File: config.mk
export PLATFORM = sky130hd
export DESIGN_NAME = key_debounce_repeat_flat
export DESIGN_NICKNAME = d
export VERILOG_FILES = /design/src/rtl/key_if.sv /design/src/rtl/key_debounce_repeat.sv /design/src/flat_wrapper.sv
export SDC_FILE = /design/constraint.sdc
export NUM_CORES = 1
export LEC_CHECK = 0
export BUFFER_PORTS_ARGS = -buffer_cell sky130_fd_sc_hd__buf_2
export CAP_MARGIN = 40
export CORE_AREA = 2 2 225 227
export DETAILED_ROUTE_END_ITERATION = 10
export DIE_AREA = 0 0 227 229
export GPL_TIMING_DRIVEN = 0
export PLACE_DENSITY = 0.55
export REMOVE_ABC_BUFFERS = 1
export SYNTH_ARGS = -nofsm -noshare
export SYNTH_HDL_FRONTEND = slang
export SYNTH_SLANG_ARGS = --single-unit
export TNS_END_PERCENT = 30
File: constraint.sdc
create_clock -name clk -period 2.8 [get_ports clk]
set_clock_uncertainty 0.15 [all_clocks]
set_input_delay 0.56 -clock clk [delete_from_list [all_inputs] [get_ports clk]]
set_output_delay 0.56 -clock clk [all_outputs]
set_load 0.02 [all_outputs]
File: src/rtl/key_if.sv
// Key front-end bundle: raw pins and repeat enables in,
// debounced level, press/release/repeat strobes, any_event, last_key out.
interface key_if #(
  parameter int N_KEYS = 6,
  parameter int IDX_W  = 3
);
  logic [N_KEYS-1:0] key_in;
  logic [N_KEYS-1:0] repeat_en;
  logic [N_KEYS-1:0] key_level;
  logic [N_KEYS-1:0] key_press;
  logic [N_KEYS-1:0] key_release;
  logic [N_KEYS-1:0] key_repeat;
  logic              any_event;
  logic [IDX_W-1:0]  last_key;

  modport master (
    output key_in, repeat_en,
    input  key_level, key_press, key_release,
    input  key_repeat, any_event, last_key
  );

  modport slave (
    input  key_in, repeat_en,
    output key_level, key_press, key_release,
    output key_repeat, any_event, last_key
  );
endinterface

File: src/rtl/key_debounce_repeat.sv
// N-channel key sync + debounce + auto-repeat front end.
// Ports: clk, rst_n (async low), kif (key_if.slave: pins in, events out).
module key_debounce_repeat #(
  parameter int N_KEYS       = 6,
  parameter int DEBOUNCE_CYC = 1000000,
  parameter int REPEAT_DELAY = 25000000,
  parameter int REPEAT_RATE  = 5000000,
  parameter bit ACTIVE_LOW   = 1'b0
) (
  input logic  clk,
  input logic  rst_n,
  key_if.slave kif
);
  localparam int M1 =
    DEBOUNCE_CYC > REPEAT_DELAY ? DEBOUNCE_CYC : REPEAT_DELAY;
  localparam int MX = M1 > REPEAT_RATE ? M1 : REPEAT_RATE;
  localparam int CNT_W = $clog2(MX + 1);
  localparam int IDX_W = N_KEYS > 1 ? $clog2(N_KEYS) : 1;

  localparam logic [CNT_W-1:0] D_LAST = CNT_W'(DEBOUNCE_CYC - 1);
  localparam logic [CNT_W-1:0] RD_LAST = CNT_W'(REPEAT_DELAY - 1);
  localparam logic [CNT_W-1:0] RR_LAST = CNT_W'(REPEAT_RATE - 1);
  localparam logic [N_KEYS-1:0] PIN_IDLE = {N_KEYS{ACTIVE_LOW}};

  typedef enum logic [1:0] {
    IDLE,
    HELD,
    RPT
  } rpt_st_e;

  logic [N_KEYS-1:0] sync1, sync2, s;
  logic [N_KEYS-1:0] lvl_q, lvl_d;
  logic [N_KEYS-1:0] prs_q, prs_d;
  logic [N_KEYS-1:0] rel_q, rel_d;
  logic [N_KEYS-1:0] rep_q, rep_d;
  logic              any_q, any_d;
  logic [IDX_W-1:0]  lk_q, lk_d;
  logic [CNT_W-1:0]  dcnt_q [N_KEYS];
  logic [CNT_W-1:0]  dcnt_d [N_KEYS];
  logic [CNT_W-1:0]  rcnt_q [N_KEYS];
  logic [CNT_W-1:0]  rcnt_d [N_KEYS];
  rpt_st_e           st_q   [N_KEYS];
  rpt_st_e           st_d   [N_KEYS];

  assign s = sync2 ^ PIN_IDLE;

  always_ff @(posedge clk or negedge rst_n) begin
    if (!rst_n) begin
      sync1 <= PIN_IDLE;
      sync2 <= PIN_IDLE;
      lvl_q <= '0;
      prs_q <= '0;
      rel_q <= '0;
      rep_q <= '0;
      any_q <= 1'b0;
      lk_q  <= '0;
      for (int i = 0; i < N_KEYS; i++) begin
        dcnt_q[i] <= '0;
        rcnt_q[i] <= '0;
        st_q[i]   <= IDLE;
      end
    end else begin
      sync1 <= kif.key_in;
      sync2 <= sync1;
      lvl_q <= lvl_d;
      prs_q <= prs_d;
      rel_q <= rel_d;
      rep_q <= rep_d;
      any_q <= any_d;
      lk_q  <= lk_d;
      for (int i = 0; i < N_KEYS; i++) begin
        dcnt_q[i] <= dcnt_d[i];
        rcnt_q[i] <= rcnt_d[i];
        st_q[i]   <= st_d[i];
      end
    end
  end

  always_comb begin
    lvl_d  = lvl_q;
    prs_d  = '0;
    rel_d  = '0;
    rep_d  = '0;
    dcnt_d = dcnt_q;
    rcnt_d = rcnt_q;
    st_d   = st_q;
    for (int i = 0; i < N_KEYS; i++) begin
      if (s[i] == lvl_q[i]) begin
        dcnt_d[i] = '0;
      end else if (dcnt_q[i] == D_LAST) begin
        dcnt_d[i] = '0;
        lvl_d[i]  = s[i];
        prs_d[i]  = s[i];
        rel_d[i]  = ~s[i];
      end else begin
        dcnt_d[i] = dcnt_q[i] + 1'b1;
      end

      // The FSM reacts to the press/release decided this edge so
      // the first repeat lands exactly REPEAT_DELAY after the press.
      unique case (st_q[i])
        IDLE: begin
          if (prs_d[i]) begin
            st_d[i]   = HELD;
            rcnt_d[i] = '0;
          end
        end
        HELD: begin
          if (rel_d[i]) begin
            st_d[i]   = IDLE;
            rcnt_d[i] = '0;
          end else if (rcnt_q[i] == RD_LAST) begin
            if (kif.repeat_en[i]) begin
              rep_d[i]  = 1'b1;
              rcnt_d[i] = '0;
              st_d[i]   = RPT;
            end
          end else begin
            rcnt_d[i] = rcnt_q[i] + 1'b1;
          end
        end
        RPT: begin
          if (rel_d[i]) begin
            st_d[i]   = IDLE;
            rcnt_d[i] = '0;
          end else if (!kif.repeat_en[i]) begin
            st_d[i]   = HELD;
            rcnt_d[i] = RD_LAST;
          end else if (rcnt_q[i] == RR_LAST) begin
            rep_d[i]  = 1'b1;
            rcnt_d[i] = '0;
          end else begin
            rcnt_d[i] = rcnt_q[i] + 1'b1;
          end
        end
        default: begin
          st_d[i]   = IDLE;
          rcnt_d[i] = '0;
        end
      endcase
    end

    any_d = |(prs_d | rep_d);
    lk_d  = lk_q;
    // Descending scan: lowest active index wins.
    for (int i = N_KEYS - 1; i >= 0; i--) begin
      if (prs_d[i] | rep_d[i]) lk_d = IDX_W'(i);
    end
  end

  assign kif.key_level   = lvl_q;
  assign kif.key_press   = prs_q;
  assign kif.key_release = rel_q;
  assign kif.key_repeat  = rep_q;
  assign kif.any_event   = any_q;
  assign kif.last_key    = lk_q;
endmodule
File: src/flat_wrapper.sv
// flat-port wrapper written by rule: the top's interface ports become plain ports
module key_debounce_repeat_flat 
#(
  parameter int N_KEYS       = 6,
  parameter int DEBOUNCE_CYC = 1000000,
  parameter int REPEAT_DELAY = 25000000,
  parameter int REPEAT_RATE  = 5000000,
  parameter bit ACTIVE_LOW   = 1'b0
)
  (clk, rst_n, kif_key_in, kif_repeat_en, kif_key_level, kif_key_press, kif_key_release, kif_key_repeat, kif_any_event, kif_last_key);
  key_if #(.N_KEYS(N_KEYS)) kif_i ();
  input logic clk;
  input logic rst_n;
  input wire logic [$bits(kif_i.key_in)-1:0] kif_key_in;
  input wire logic [$bits(kif_i.repeat_en)-1:0] kif_repeat_en;
  output wire logic [$bits(kif_i.key_level)-1:0] kif_key_level;
  output wire logic [$bits(kif_i.key_press)-1:0] kif_key_press;
  output wire logic [$bits(kif_i.key_release)-1:0] kif_key_release;
  output wire logic [$bits(kif_i.key_repeat)-1:0] kif_key_repeat;
  output wire logic [$bits(kif_i.any_event)-1:0] kif_any_event;
  output wire logic [$bits(kif_i.last_key)-1:0] kif_last_key;
  assign kif_i.key_in = kif_key_in;
  assign kif_i.repeat_en = kif_repeat_en;
  assign kif_key_level = kif_i.key_level;
  assign kif_key_press = kif_i.key_press;
  assign kif_key_release = kif_i.key_release;
  assign kif_key_repeat = kif_i.key_repeat;
  assign kif_any_event = kif_i.any_event;
  assign kif_last_key = kif_i.last_key;
  key_debounce_repeat #(.N_KEYS(N_KEYS), .DEBOUNCE_CYC(DEBOUNCE_CYC), .REPEAT_DELAY(REPEAT_DELAY), .REPEAT_RATE(REPEAT_RATE), .ACTIVE_LOW(ACTIVE_LOW)) u_core (.clk(clk), .rst_n(rst_n), .kif(kif_i));
endmodule
==> results.ini <==
[worst_setup_path]
path_depth=8
start_kind=flip-flop
critical_path_class=reg -> reg
end_kind=flip-flop
worstPathMaxFanout=4
cp.arrival_ns=3.10
r2r-end=u_core.kif.last_key[0]
max_stage_delay_ns=0.59
cpMaxStageDelayCell=or4_4
ff2ff_path_depth=8
crit_path_end=u_core.kif.last_key[0]
reg2reg_slack_ns=-0.006
crit_buf_inv=0
crit_path_cell_trace=ha_2 > and3_4 > nand3_4 > or4_4 > a41o_4 > a311o_1 > nor3_2 > mux2_4
startpoint=u_core.dcnt_q[25]
r2r-start=u_core.dcnt_q[25]
cp.required_ns=3.10
cp_top_family=simple AND/OR/NAND/NOR gates

[layout]
synthToLayoutAreaGrowth_pct=21.7
drive_gt1_frac=0.176
nFillCells=4700
diodes=0
design_area_um2=23800
nNetsFinal=2375

[global_route]
grt_usage=0.192
grt_pass1_vias=16400
grt_overflow_total=0
antenna_found_initial=1
grt_max_degree=113
grt_pass1_wl_um=83400

[die]
io_pins=42
num_rows=82
start_util=0.394
die_area_um2=52000
die_h_um=229
die_x_um=227
coreArea_um2=49700

[sta]
fmax_ghz=0.356
setup_viol=3
rsz0062_at_grt=yes
fin_setup_tns_ns=-0.0123
post-route-period-util=1.00
hold_viol_final=0
slew_headroom=0.452
tightestPinTransition_ns=0.819
drv_slew=0
setup_ws_ns=-0.00646
fin_crit_ns=2.81

[logic_synthesis]
synth_cells=2186
ys_warn_count=0
synth-seq-cells=352
synth_flop_cell=dfrtp_1
synth_top_area_frac=0.450
async_reset_ff_frac=1.00
syn_avg_cell_area_um2=8.96
synth_top_area_cell=dfrtp_1
synth.distinct_cells=86
ys_top_cells_by_area=dfrtp_1, nor2_1, o21ai_0, xor2_1, nand2_1
synth_most_common_cell=dfrtp_1
synthTopCellsByCount=dfrtp_1, nor2_1, nand2_1
synth_enable_flop_cells=0
yosysSeqAreaShare=0.450
synthesis.area_um2=19600

[cts]
cts_tree=yes
cts_sinks=352
clockBufferDepth=3
clock_latency_ns=0.56
cts-root-buf=clkbuf_16
path_clk_slew_ns=0.06
cts_made_buffers=43
h-tree-depth=2

[routing]
drc=0
wl_um=50800
num_vias=17200
dr.pass1.iters=5
drtIter0Drc=1292
ant_nets=0
avgViaCountPerCell=5.69
routedWlPerCell_um=16.8

[power_and_ir_drop]
p_leak_nw=9.82
vdd_drop_max_uv=360
pwr_density_cell_nw_per_um2=517

[placement]
place_area_um2=20600
hpwl_um=32800
gp_congestion=0.841
pre_cts_slack_ns=-0.835
port_buffers=41

[status]
violations=setup timing
outcome=finished with violations

[worst_hold_path]
hp-class=in -> reg

[job]
maxCapViolations=0

-- report_power, final --
group,internal (mW),switching (mW)
clock network,3.46,2.21
registers,5.21,0.159
logic,0.486,0.792
total,9.16,3.16
-- final cells by class --
| type | count | area, um^2 | share of cell area |
|---|---|---|---|
| clock buffer | 67 | 1380 | 0.0579 |
| clock inverter | 11 | 82.6 | 0.00347 |
| inverter | 83 | 328 | 0.0138 |
| multi-input combinational | 1688 | 11100 | 0.467 |
| sequential | 352 | 8820 | 0.370 |
| tap | 672 | 841 | 0.0353 |
| timing repair buffer | 157 | 1250 | 0.0525 |
-- how the worst min path moves through the flow --
stage,startpoint,to,depth (start not counted)
after floorplan,rst_n,u_core.dcnt_q[0],0
after global placement,u_core.sync1[2],u_core.s[2],0
after detailed placement,u_core.sync1[3],u_core.s[3],0
after CTS,kif_repeat_en[2],u_core.kif.key_repeat[2],3
after global routing,kif_repeat_en[2],u_core.kif.key_repeat[2],3
final,kif_repeat_en[2],u_core.kif.key_repeat[2],3
-- metrics by stage --
step	cells	utilization	hold WS, ns	total power, mW
final	3030	0.480	0.185	12.3
after global placement	2833	0.410	0.183	6.46
after global routing	3030	0.480	0.170	12.9
after CTS	2978	0.462	0.121	12.5
after detailed placement	2849	0.414	0.186	6.52
after floorplan	2120	-	0.114	6.09
-- flip-flops by register name, indices dropped and copies added, names as in the netlist --
signal,cells
u_core.dcnt_q,150
u_core.rcnt_q,150
u_core.st_q,12
u_core.kif.key_level,6
u_core.kif.key_press,6
u_core.kif.key_release,6
u_core.kif.key_repeat,6
u_core.s,6
u_core.sync1,6
u_core.kif.last_key,3
u_core.kif.any_event,1
-- cell usage in the layout, fill, tap and decap left out, types with 14 or more instances in the layout --
cell type,instances
clkbuf_16,45
a22o_1,39
o21ai_1,30
o22ai_1,20
xnor2_1,46
xor2_1,96
ha_1,31
o31ai_1,31
nand2_1,182
nand3_1,104
nor2b_1,14
nor4_1,21
nand2b_1,21
or3_1,23
or2_2,14
and2_1,16
o41ai_1,14
and3_1,53
dfrtp_1,344
and4_1,15
nor2_1,268
buf_4,90
buf_2,42
nor3_1,55
inv_1,78
a21oi_1,71
a31oi_1,26
o31a_1,15
nand4_1,70
clkbuf_8,17
o21ai_0,156
-- cell families (layout without fill, tap and decap cells) --
logic type / Yosys count / in the layout / share of synthesized area
mux: 10 / 10 / 0.00569
buf+inv: 149 / 318 / 0.0300
fa+ha+maj: 36 / 36 / 0.0230
flops: 352 / 352 / 0.450
simple gates: 1001 / 1002 / 0.264
xor+xnor: 142 / 142 / 0.0635
compound gates: 496 / 498 / 0.164
-- worst register-to-register path, stage by stage, from the launching register on --
cell and delay (ns):
dfrtp_1 0.36, ha_2 0.19, and3_4 0.20, nand3_4 0.11, or4_4 0.59, a41o_4 0.27
a311o_1 0.36, nor3_2 0.15, mux2_4 0.31
-- repair_timing --
action	CTS	global route
hold endpoints to repair	74	0
setup endpoints to repair	157	178
hold buffers	7	0
pin swaps	35	48
resized for setup	104	115
setup buffers	42	51
cloned	2	2
-- routing by layer --
layer  part of all wire  wire length (um)  global-route usage
met5            0.00035                18                   0
met1               0.47             23700               0.274
met2               0.46             23200               0.296
met3              0.051              2560              0.0337
met4              0.025              1280              0.0623
No activity file was read; power rests on OpenSTA's default activity.
